--- src/rtl/io_bus_arbiter_if.sv ---
// Bus bundle between the two requesting masters, the arbiter and the I/O decoder.
// The master modport is the arbiter's view; slave is the masters/peripheral side.
interface io_bus_arbiter_if #(
   parameter int unsigned AW = 16,
   parameter int unsigned DW = 16
);
   logic          m0_req;
   logic          m0_we;
   logic [AW-1:0] m0_addr;
   logic [DW-1:0] m0_wdata;
   logic          m0_ack;
   logic          m0_err;
   logic [DW-1:0] m0_rdata;

   logic          m1_req;
   logic          m1_we;
   logic [AW-1:0] m1_addr;
   logic [DW-1:0] m1_wdata;
   logic          m1_ack;
   logic          m1_err;
   logic [DW-1:0] m1_rdata;

   logic          io_rd;
   logic          io_wr;
   logic [AW-1:0] io_addr;
   logic [DW-1:0] io_dout;
   logic [DW-1:0] io_din;
   logic          io_ready;
   logic          busy;

   modport master (
      input  m0_req, m0_we, m0_addr, m0_wdata,
      input  m1_req, m1_we, m1_addr, m1_wdata,
      input  io_din, io_ready,
      output m0_ack, m0_err, m0_rdata,
      output m1_ack, m1_err, m1_rdata,
      output io_rd, io_wr, io_addr, io_dout, busy
   );

   modport slave (
      output m0_req, m0_we, m0_addr, m0_wdata,
      output m1_req, m1_we, m1_addr, m1_wdata,
      output io_din, io_ready,
      input  m0_ack, m0_err, m0_rdata,
      input  m1_ack, m1_err, m1_rdata,
      input  io_rd, io_wr, io_addr, io_dout, busy
   );
endinterface

--- src/rtl/io_bus_arbiter.sv ---
// Two-master round-robin arbiter for the I/O bus, one transaction at a time,
// with io_ready wait states and a timeout abort that reports an error.
module io_bus_arbiter #(
   parameter int unsigned AW      = 16,
   parameter int unsigned DW      = 16,
   parameter int unsigned TIMEOUT = 15,
   parameter int unsigned CW      = 4
) (
   input logic          clk,
   input logic          reset,
   io_bus_arbiter_if.master bus
);

   typedef enum logic [1:0] {StIdle, StAccess, StDone} state_e;

   state_e        state_q, state_d;
   logic          gnt_q, gnt_d;
   logic          last_q, last_d;
   logic [CW-1:0] cnt_q, cnt_d;
   logic          rd_q, rd_d;
   logic          wr_q, wr_d;
   logic [AW-1:0] addr_q, addr_d;
   logic [DW-1:0] dout_q, dout_d;
   logic [1:0]    ack_q, ack_d;
   logic [1:0]    err_q, err_d;
   logic [DW-1:0] rdata0_q, rdata0_d;
   logic [DW-1:0] rdata1_q, rdata1_d;
   logic          pick;

   always_comb begin
      state_d  = state_q;
      gnt_d    = gnt_q;
      last_d   = last_q;
      cnt_d    = cnt_q;
      rd_d     = rd_q;
      wr_d     = wr_q;
      addr_d   = addr_q;
      dout_d   = dout_q;
      ack_d    = '0;
      err_d    = '0;
      rdata0_d = rdata0_q;
      rdata1_d = rdata1_q;
      pick     = 1'b0;

      unique case (state_q)
         StIdle: begin
            if (bus.m0_req || bus.m1_req) begin
               // On a tie the master that did not win last time goes next.
               pick    = (bus.m0_req && bus.m1_req) ? ~last_q : bus.m1_req;
               gnt_d   = pick;
               last_d  = pick;
               cnt_d   = '0;
               state_d = StAccess;
               if (pick) begin
                  addr_d = bus.m1_addr;
                  dout_d = bus.m1_wdata;
                  rd_d   = ~bus.m1_we;
                  wr_d   = bus.m1_we;
               end else begin
                  addr_d = bus.m0_addr;
                  dout_d = bus.m0_wdata;
                  rd_d   = ~bus.m0_we;
                  wr_d   = bus.m0_we;
               end
            end
         end
         StAccess: begin
            if (bus.io_ready) begin
               rd_d = 1'b0;
               wr_d = 1'b0;
               if (rd_q) begin
                  if (gnt_q) rdata1_d = bus.io_din;
                  else       rdata0_d = bus.io_din;
               end
               ack_d[gnt_q] = 1'b1;
               state_d      = StDone;
            end else if (cnt_q == CW'(TIMEOUT - 1)) begin
               rd_d         = 1'b0;
               wr_d         = 1'b0;
               ack_d[gnt_q] = 1'b1;
               err_d[gnt_q] = 1'b1;
               state_d      = StDone;
            end else begin
               cnt_d = cnt_q + CW'(1);
            end
         end
         StDone: begin
            state_d = StIdle;
         end
         default: begin
            state_d = StIdle;
         end
      endcase
   end

   always_ff @(posedge clk) begin
      if (reset) begin
         state_q  <= StIdle;
         gnt_q    <= 1'b0;
         last_q   <= 1'b1;
         cnt_q    <= '0;
         rd_q     <= 1'b0;
         wr_q     <= 1'b0;
         addr_q   <= '0;
         dout_q   <= '0;
         ack_q    <= '0;
         err_q    <= '0;
         rdata0_q <= '0;
         rdata1_q <= '0;
      end else begin
         state_q  <= state_d;
         gnt_q    <= gnt_d;
         last_q   <= last_d;
         cnt_q    <= cnt_d;
         rd_q     <= rd_d;
         wr_q     <= wr_d;
         addr_q   <= addr_d;
         dout_q   <= dout_d;
         ack_q    <= ack_d;
         err_q    <= err_d;
         rdata0_q <= rdata0_d;
         rdata1_q <= rdata1_d;
      end
   end

   assign bus.m0_ack   = ack_q[0];
   assign bus.m0_err   = err_q[0];
   assign bus.m0_rdata = rdata0_q;
   assign bus.m1_ack   = ack_q[1];
   assign bus.m1_err   = err_q[1];
   assign bus.m1_rdata = rdata1_q;
   assign bus.io_rd    = rd_q;
   assign bus.io_wr    = wr_q;
   assign bus.io_addr  = addr_q;
   assign bus.io_dout  = dout_q;
   assign bus.busy     = (state_q != StIdle);

endmodule

--- src/flat_wrapper.sv ---
// flat-port wrapper written by rule: the top's interface ports become plain ports
module io_bus_arbiter_flat 
#(
   parameter int unsigned AW      = 16,
   parameter int unsigned DW      = 16,
   parameter int unsigned TIMEOUT = 15,
   parameter int unsigned CW      = 4
)
  (clk, reset, bus_m0_req, bus_m0_we, bus_m0_addr, bus_m0_wdata, bus_m1_req, bus_m1_we, bus_m1_addr, bus_m1_wdata, bus_io_din, bus_io_ready, bus_m0_ack, bus_m0_err, bus_m0_rdata, bus_m1_ack, bus_m1_err, bus_m1_rdata, bus_io_rd, bus_io_wr, bus_io_addr, bus_io_dout, bus_busy);
  io_bus_arbiter_if #(.AW(AW), .DW(DW)) bus_i ();
  input logic clk;
  input logic reset;
  input wire logic [$bits(bus_i.m0_req)-1:0] bus_m0_req;
  input wire logic [$bits(bus_i.m0_we)-1:0] bus_m0_we;
  input wire logic [$bits(bus_i.m0_addr)-1:0] bus_m0_addr;
  input wire logic [$bits(bus_i.m0_wdata)-1:0] bus_m0_wdata;
  input wire logic [$bits(bus_i.m1_req)-1:0] bus_m1_req;
  input wire logic [$bits(bus_i.m1_we)-1:0] bus_m1_we;
  input wire logic [$bits(bus_i.m1_addr)-1:0] bus_m1_addr;
  input wire logic [$bits(bus_i.m1_wdata)-1:0] bus_m1_wdata;
  input wire logic [$bits(bus_i.io_din)-1:0] bus_io_din;
  input wire logic [$bits(bus_i.io_ready)-1:0] bus_io_ready;
  output wire logic [$bits(bus_i.m0_ack)-1:0] bus_m0_ack;
  output wire logic [$bits(bus_i.m0_err)-1:0] bus_m0_err;
  output wire logic [$bits(bus_i.m0_rdata)-1:0] bus_m0_rdata;
  output wire logic [$bits(bus_i.m1_ack)-1:0] bus_m1_ack;
  output wire logic [$bits(bus_i.m1_err)-1:0] bus_m1_err;
  output wire logic [$bits(bus_i.m1_rdata)-1:0] bus_m1_rdata;
  output wire logic [$bits(bus_i.io_rd)-1:0] bus_io_rd;
  output wire logic [$bits(bus_i.io_wr)-1:0] bus_io_wr;
  output wire logic [$bits(bus_i.io_addr)-1:0] bus_io_addr;
  output wire logic [$bits(bus_i.io_dout)-1:0] bus_io_dout;
  output wire logic [$bits(bus_i.busy)-1:0] bus_busy;
  assign bus_i.m0_req = bus_m0_req;
  assign bus_i.m0_we = bus_m0_we;
  assign bus_i.m0_addr = bus_m0_addr;
  assign bus_i.m0_wdata = bus_m0_wdata;
  assign bus_i.m1_req = bus_m1_req;
  assign bus_i.m1_we = bus_m1_we;
  assign bus_i.m1_addr = bus_m1_addr;
  assign bus_i.m1_wdata = bus_m1_wdata;
  assign bus_i.io_din = bus_io_din;
  assign bus_i.io_ready = bus_io_ready;
  assign bus_m0_ack = bus_i.m0_ack;
  assign bus_m0_err = bus_i.m0_err;
  assign bus_m0_rdata = bus_i.m0_rdata;
  assign bus_m1_ack = bus_i.m1_ack;
  assign bus_m1_err = bus_i.m1_err;
  assign bus_m1_rdata = bus_i.m1_rdata;
  assign bus_io_rd = bus_i.io_rd;
  assign bus_io_wr = bus_i.io_wr;
  assign bus_io_addr = bus_i.io_addr;
  assign bus_io_dout = bus_i.io_dout;
  assign bus_busy = bus_i.busy;
  io_bus_arbiter #(.AW(AW), .DW(DW), .TIMEOUT(TIMEOUT), .CW(CW)) u_core (.clk(clk), .reset(reset), .bus(bus_i));
endmodule
--- config.mk ---
export PLATFORM = sky130hd
export DESIGN_NAME = io_bus_arbiter_flat
export DESIGN_NICKNAME = d
export VERILOG_FILES = /design/src/rtl/io_bus_arbiter_if.sv /design/src/rtl/io_bus_arbiter.sv /design/src/flat_wrapper.sv
export SDC_FILE = /design/constraint.sdc
export NUM_CORES = 1
export LEC_CHECK = 0
export BUFFER_PORTS_ARGS = -buffer_cell sky130_fd_sc_hd__buf_4
export CORE_MARGIN = 2
export CORE_UTILIZATION = 40
export CTS_CLUSTER_SIZE = 30
export DETAILED_ROUTE_END_ITERATION = 10
export PLACE_DENSITY = 0.79
export SYNTH_ARGS = -nofsm -noshare
export SYNTH_HDL_FRONTEND = slang
export SYNTH_SLANG_ARGS = --single-unit
--- constraint.sdc ---
create_clock -name clk -period 2.65 [get_ports clk]
set_input_delay 0.265 -clock clk [delete_from_list [all_inputs] [get_ports clk]]
set_output_delay 0.265 -clock clk [all_outputs]
set_load 0.05 [all_outputs]
==> impl_metrics.json, run 1 <==
{
  "yosysWarnings": 0,
  "die-height_um": 93.00,
  "clk_path_buf_depth": 2,
  "postLayoutCellArea_mm2": 0.004609,
  "synth_seq_cells": 78,
  "cp-end-kind": "output port",
  "post_cts_buffers": 0,
  "clock_skew_ns": 0.006990,
  "numPortBuffers": 157,
  "ys.flop_type": "dfxtp_1",
  "grt_usage": 0.1945,
  "power_leakage_uw": 0.001952,
  "start_util": 0.4121,
  "yosysSeqAreaShare": 0.4929,
  "ioPinCount": 158,
  "clockRootBuffer": "clkbuf_8",
  "crit_fanout": 6,
  "clkLatencyLatePin_ns": 0.33,
  "dr.first_iter.drc_count": 94,
  "critPathBufInv": 2,
  "fillers": 671,
  "hold_violations": 0,
  "rows": 32,
  "grt_pass1_wl_mm": 13.61,
  "required_ns": 2.38,
  "hpwl_mm": 6.221,
  "antenna_found_initial": 0,
  "clock-sinks": 78,
  "layout_commonest_cell": "buf_4",
  "crit_chain": "nor2_2 -> inv_1 -> buf_4",
  "layout.nets": 557,
  "antenna_cells": 0,
  "fp.coreArea_mm2": 0.007687,
  "rsz0062_at_grt": "false",
  "postRouteAntennaNets": 0,
  "hold_ws_ns": 0.1704,
  "drv_cap": 0,
  "grt_start_max_net_pins": 43,
  "crit_path_max_incr_delay_ns": 0.39,
  "synth_edf_count": 0,
  "worstSetupPathType": "reg -> out",
  "syn_nets": 410,
  "final_cell_mix": "164 x buf_4, 78 x dfxtp_1, 37 x nand3_1",
  "cts_tree": "yes",
  "setup_violations": 0,
  "via_per_inst": 5.292,
  "synth_cell_types": 37,
  "start_kind": "flop",
  "num_vias": 3043,
  "crit_slowest_cell": "dfxtp_1",
  "cts_resized": 0,
  "slew_headroom": 0.6405,
  "grt_pass1_vias": 2816,
  "overflow": 0,
  "syn_avg_cell_area_um2": 9.869,
  "numCtsBuffers": 9,
  "dieArea_mm2": 0.008648,
  "die_w_um": 93.00,
  "htree_levels": 3,
  "wire_per_inst_um": 14.88,
  "syn_inst": 321,
  "path_clk_slew_ns": 0.08,
  "final.setup.tns_ns": 0,
  "drtPass1Iterations": 4,
  "worst_hold_path_type": "in -> reg",
  "min_period_over_period": 0.5996,
  "syn_area_mm2": 0.003168,
  "drive_above_1_share": 0.3932,
  "async_flop_share": 0,
  "cts_hold_buf": 0,
  "placed_area_mm2": 0.004387,
  "path_delay_family": "flip-flops",
  "fin_crit_ns": 1.589,
  "maxSlewViolCount": 0,
  "worstMarginPinSlew_ns": 0.5392,
  "routabilityCongestion": 0.7777,
  "clock.fmax_ghz": 0.6294,
  "status": "completed",
  "ir_drop_v": 0.0003990,
  "drt_wl_total_mm": 8.554,
  "powerDensity_mw_per_mm2": 634.8,
  "drc": 0,
  "arrival_ns": 1.32,
  "synthToLayoutAreaGrowth_pct": 45.50
}
per-stage QoR:
stage / setup WS, ns / utilization / total power, uW / std cells
2_1_floorplan: 1.234 / - / 1716 / 321
3_3_place_gp: 1.155 / 0.5706 / 1961 / 559
3_5_place_dp: 1.104 / 0.5706 / 1974 / 559
4_1_cts: 1.054 / 0.5996 / 2955 / 575
5_1_grt: 0.9841 / 0.5996 / 3060 / 575
6_report: 1.061 / 0.5996 / 2926 / 575
routing by layer:
metal  track usage  wire [um]
met2        0.3297       4335
met3       0.04996        637
met1        0.2436       3561
met5             0          0
met4       0.05882         20
final cells by class:
| type | instances | area, um2 | share of cell area |
|---|---|---|---|
| Timing Repair Buffer | 164 | 1231 | 0.2671 |
| Sequential cell | 78 | 1562 | 0.3388 |
| Inverter | 7 | 26.28 | 0.005700 |
| Clock inverter | 5 | 81.33 | 0.01764 |
| Clock buffer | 11 | 141.4 | 0.03067 |
| Multi-Input combinational cell | 208 | 1440 | 0.3124 |
| Tap cell | 102 | 127.6 | 0.02769 |
path summary, 6_finish.rpt:
| kind | start | to | cells past startpoint | slack (ns) |
|---|---|---|---|---|
| setup / recovery | u_core.state_q[1]$_SDFFE_PP0P_ | bus_busy | 3 | 1.06 |
| hold / removal | bus_io_ready | u_core.err_q[1]$_SDFF_PP0_ | 2 | 0.17 |
| setup reg to reg | u_core.cnt_q[0]$_SDFFE_PP0P_ | u_core.cnt_q[1]$_SDFFE_PP0P_ | 5 | 1.16 |
| hold reg to reg | u_core.bus.io_dout[6]$_SDFFE_PP0P_ | u_core.bus.io_dout[6]$_SDFFE_PP0P_ | 1 | 0.47 |
Yosys cell counts, types with 2 or more instances:
master / instances / area, um2
inv_1: 7 / 26.28
nor3_1: 4 / 20.02
a21boi_0: 3 / 22.52
nor2_1: 4 / 15.01
buf_6: 3 / 33.78
o2bb2ai_1: 33 / 289.0
nand2_1: 2 / 7.510
o21ai_0: 34 / 170.2
nand3_1: 37 / 185.2
mux2i_1: 34 / 340.3
clkbuf_1: 11 / 41.29
or3_1: 2 / 12.51
dfxtp_1: 78 / 1562
a21oi_1: 34 / 170.2
ha_1: 2 / 25.02
buf_2: 10 / 50.05
buf_4: 3 / 22.52
registers in the layout, summed over array words and instances, names as in the netlist:
| register | flops |
|---|---|
| u_core.state_q | 2 |
| u_core.bus.m0_rdata | 16 |
| u_core.bus.io_addr | 16 |
| u_core.gnt_q | 1 |
| u_core.bus.io_wr | 1 |
| u_core.cnt_q | 4 |
| u_core.bus.m1_rdata | 16 |
| u_core.bus.io_dout | 16 |
| u_core.err_q | 2 |
| u_core.last_q | 1 |
| u_core.ack_q | 2 |
| u_core.bus.io_rd | 1 |
cell families (layout without fill, tap and decap cells):
group           Yosys count  after routing  synth area share
compound gates          110            110            0.2235
flops                    78             78            0.4929
simple gates             61             61            0.1086
mux                      35             35            0.1110
buf+inv                  35            187           0.05608
fa+ha+maj                 2              2          0.007898
power breakdown:
part	switching, uW	internal [uW]
Combinational	413	247
Clock	420	559
Sequential	47.4	1240
Total	881	2050
Note: power is estimated with default switching activity, not from simulation.
==> run 2: changes to the inputs <==
--- a/config.mk
+++ b/config.mk
@@ -5,12 +5,13 @@
 export SDC_FILE = /design/constraint.sdc
 export NUM_CORES = 1
 export LEC_CHECK = 0
+export ABC_AREA = 1
 export BUFFER_PORTS_ARGS = -buffer_cell sky130_fd_sc_hd__buf_4
 export CORE_MARGIN = 2
 export CORE_UTILIZATION = 40
 export CTS_CLUSTER_SIZE = 30
 export DETAILED_ROUTE_END_ITERATION = 10
-export PLACE_DENSITY = 0.79
+export PLACE_DENSITY = 0.83
 export SYNTH_ARGS = -nofsm -noshare
 export SYNTH_HDL_FRONTEND = slang
 export SYNTH_SLANG_ARGS = --single-unit
==> constraint.sdc (replaced) <==
create_clock -name clk -period 1.3 [get_ports clk]
set_input_delay 0.13 -clock clk [delete_from_list [all_inputs] [get_ports clk]]
set_output_delay 0.13 -clock clk [all_outputs]
set_load 0.05 [all_outputs]
==> run 2 against run 1 <==
The run now ends with negative setup slack left. Critical path depth rose by 5. Power rose by 110%. Design area rose by 10%.
==> impl_metrics.json, run 2 <==
{
  "status": "finished with violations",
  "violations": "negative setup slack",
  "synth_seq_cells": 78,
  "p_seq_frac": 0.427,
  "num_vias": 3498,
  "die-height_um": 91.88,
  "via_per_inst": 5.099,
  "grt_start_max_net_pins": 33,
  "synth_top_area_cell": "dfxtp_1",
  "rsz0062_at_grt": "true",
  "synth_edf_count": 0,
  "syn_nets": 484,
  "antenna_found_initial": 0,
  "final.setup.tns_ns": -1.649,
  "worstMarginPinSlew_ns": 0.4991,
  "netlist_top_cells_area": "dfxtp_1 51%, nor2_1 13%, o31ai_1 7.8%",
  "rows": 32,
  "holdPathEnd": "u_core.bus.m1_rdata[15]$_SDFFE_PP0P_",
  "crit_fanout": 7,
  "setup_violations": 33,
  "cp-end-kind": "flop",
  "p_clk_frac": 0.292,
  "min_period_over_period": 1.086,
  "ir_drop_v": 0.0006361,
  "arrival_ns": 1.72,
  "layout_setup_ws_ns": -0.1116,
  "seqCellArea_mm2": 0.001573,
  "yosysSeqAreaShare": 0.5055,
  "fp.coreArea_mm2": 0.007607,
  "hpwl_mm": 6.828,
  "placed_area_mm2": 0.004463,
  "htree_levels": 3,
  "numCtsBuffers": 9,
  "die_w_um": 91.88,
  "cts_tree": "yes",
  "ioPinCount": 158,
  "slew_headroom": 0.6650,
  "hp-start": "bus_io_din[15]",
  "routabilityCongestion": 0.8403,
  "postLayoutCellArea_mm2": 0.005072,
  "dieArea_mm2": 0.008442,
  "ys.flop_type": "dfxtp_1",
  "timing.rr.end": "u_core.bus.m1_rdata[4]$_SDFFE_PP0P_",
  "drive_above_1_share": 0.4349,
  "grt_pass1_wl_mm": 14.57,
  "fin_crit_ns": 1.412,
  "netSwitchingFraction": 0.3570,
  "numPortBuffers": 157,
  "hold_violations": 0,
  "drc": 0,
  "syn_avg_cell_area_um2": 7.821,
  "yosysWarnings": 0,
  "worst-r2r-cell-count": 8,
  "r2r_slack_ns": -0.11,
  "wire_per_inst_um": 15.26,
  "hold_path_depth": 3,
  "syn_inst": 395,
  "syn_area_mm2": 0.003089,
  "clock_skew_ns": 0.01693,
  "clock-sinks": 78,
  "power.switching_uw": 2216,
  "antenna_cells": 0,
  "overflow": 0,
  "maxSlewViolCount": 0,
  "required_ns": 1.60,
  "postRouteAntennaNets": 0,
  "synth_cell_types": 25,
  "fillers": 606,
  "drtPass1Iterations": 5,
  "multi_input_area_mm2": 0.001514,
  "grt_pass1_vias": 3125,
  "power_leakage_uw": 0.002324,
  "clock.fmax_ghz": 0.7084,
  "clockRootBuffer": "clkbuf_8",
  "layout_commonest_cell": "buf_4",
  "async_flop_share": 0,
  "synth.most_common_cell": "nor2_1",
  "drv_cap": 0,
  "clk_path_buf_depth": 2,
  "p_comb_frac": 0.281,
  "grt_usage": 0.2127,
  "powerDensity_mw_per_mm2": 1224,
  "drt_wl_total_mm": 10.47,
  "path_clk_slew_ns": 0.10,
  "power.internal_uw": 3991,
  "layout.nets": 668,
  "r2r_start": "u_core.state_q[0]$_SDFFE_PP0P_",
  "synthToLayoutAreaGrowth_pct": 64.20,
  "start_kind": "flop",
  "clkLatencyLatePin_ns": 0.37,
  "worst_hold_path_type": "in -> reg",
  "synth.top_cell.area_share": 0.5055,
  "start_util": 0.4061,
  "synthTopCellsByCount": "103 x nor2_1, 78 x dfxtp_1, 50 x nand2_1",
  "dr.first_iter.drc_count": 201,
  "final_cell_mix": "176 x buf_4, 103 x nor2_1, 73 x dfxtp_1",
  "worstSetupPathType": "reg -> reg"
}
-- run 2: changes by cell type in the layout (fill, tap and decap cells not counted), moves of 8 or more --
cell / delta
nand3_1: -33
o31ai_2: +15
o2bb2ai_1: -33
dlygate4sd3_1: +8
o21ai_1: +13
nor2_1: +99
o31ai_1: +17
mux2i_1: -34
o21ai_0: -15
nand2_1: +43
buf_4: +12
-- run 2: logic make-up (layout without fill, tap and decap cells) --
logic type               Yosys count  after routing  share of synthesized area
AND/OR/NAND/NOR                  168            168                     0.2232
flip-flops                        78             78                     0.5055
buffers and inverters             35            224                    0.05225
adder cells (fa/ha/maj)            2              2                   0.008099
AO/OA/AOI/OAI                    112            112                     0.2110
-- run 2: per-layer routing --
metal  share of wire  global-route usage  up-vias  wire length (um)
met1            0.39              0.2546     1611              4059
met3           0.060             0.04601       32               626
li1                -                   -     1705                 -
met5               0                   0        -                 0
met2            0.52              0.3646      150              5434
met4           0.033             0.09701        0               348
-- run 2: worst max path at each step --
stage | from | to | slack [ns] | cells past startpoint
2_1_floorplan | u_core.bus.io_rd$_SDFFE_PP0P_ | u_core.bus.m1_rdata[1]$_SDFFE_PP0P_ | 0.03 | 6
3_3_place_gp | u_core.cnt_q[0]$_SDFFE_PP0P_ | u_core.bus.io_rd$_SDFFE_PP0P_ | 0.06 | 8
3_5_place_dp | u_core.cnt_q[0]$_SDFFE_PP0P_ | u_core.cnt_q[1]$_SDFFE_PP0P_ | -0.06 | 7
4_1_cts | u_core.state_q[0]$_SDFFE_PP0P_ | u_core.bus.m1_rdata[3]$_SDFFE_PP0P_ | -0.01 | 7
5_1_grt | u_core.state_q[0]$_SDFFE_PP0P_ | u_core.bus.m1_rdata[11]$_SDFFE_PP0P_ | -0.17 | 8
6_report | u_core.state_q[0]$_SDFFE_PP0P_ | u_core.bus.m1_rdata[4]$_SDFFE_PP0P_ | -0.11 | 8
-- run 2: through the flow --
| step | worst slack, ns | instances | hold slack, ns | total power [uW] | util |
|---|---|---|---|---|---|
| after floorplan | 0.02953 | 395 | 0.1894 | 3608 | - |
| after global placement | 0.05782 | 649 | 0.3418 | 4188 | 0.5867 |
| after detailed placement | -0.06059 | 649 | 0.3447 | 4220 | 0.5867 |
| after CTS | -0.01080 | 670 | 0.002703 | 6024 | 0.6209 |
| after global routing | -0.1700 | 686 | 0.01054 | 6441 | 0.6668 |
| final | -0.1116 | 686 | 0.003148 | 6206 | 0.6668 |
-- run 2: power by group through the flow --
stage / Sequential [uW] / Clock [uW] / Combinational, uW
4_1_cts: 2640 / 1830 / 1550
6_report: 2650 / 1810 / 1740
3_3_place_gp: 2690 / 0 / 1500
5_1_grt: 2670 / 1940 / 1830
2_1_floorplan: 3170 / 0 / 441
3_5_place_dp: 2690 / 0 / 1530
-- run 2: what timing repair did --
action                                  CTS  global route
hold buffers                              4             4
endpoints found under the setup margin    9            54
pin swaps                                 1            17
setup buffers                             1             8
endpoints found under the hold margin     4             4
cloned                                    0             5
gates resized for setup                   6            60
-- run 2: final cells by class --
class,count,share of cell area
Tap cell,102,0.02516
Sequential cell,78,0.3101
Inverter,12,0.01085
Clock inverter,7,0.01406
Timing Repair Buffer,196,0.3170
Multi-Input combinational cell,282,0.2985
Clock buffer,9,0.02442
-- run 2: critical path, stage by stage, from the launching register on --
cell,delay (ns)
dfxtp_2,0.36
inv_4,0.05
nor2_4,0.15
inv_2,0.08
nor3_4,0.25
buf_6,0.16
buf_6,0.12
o21ai_1,0.07
nor2_1,0.14
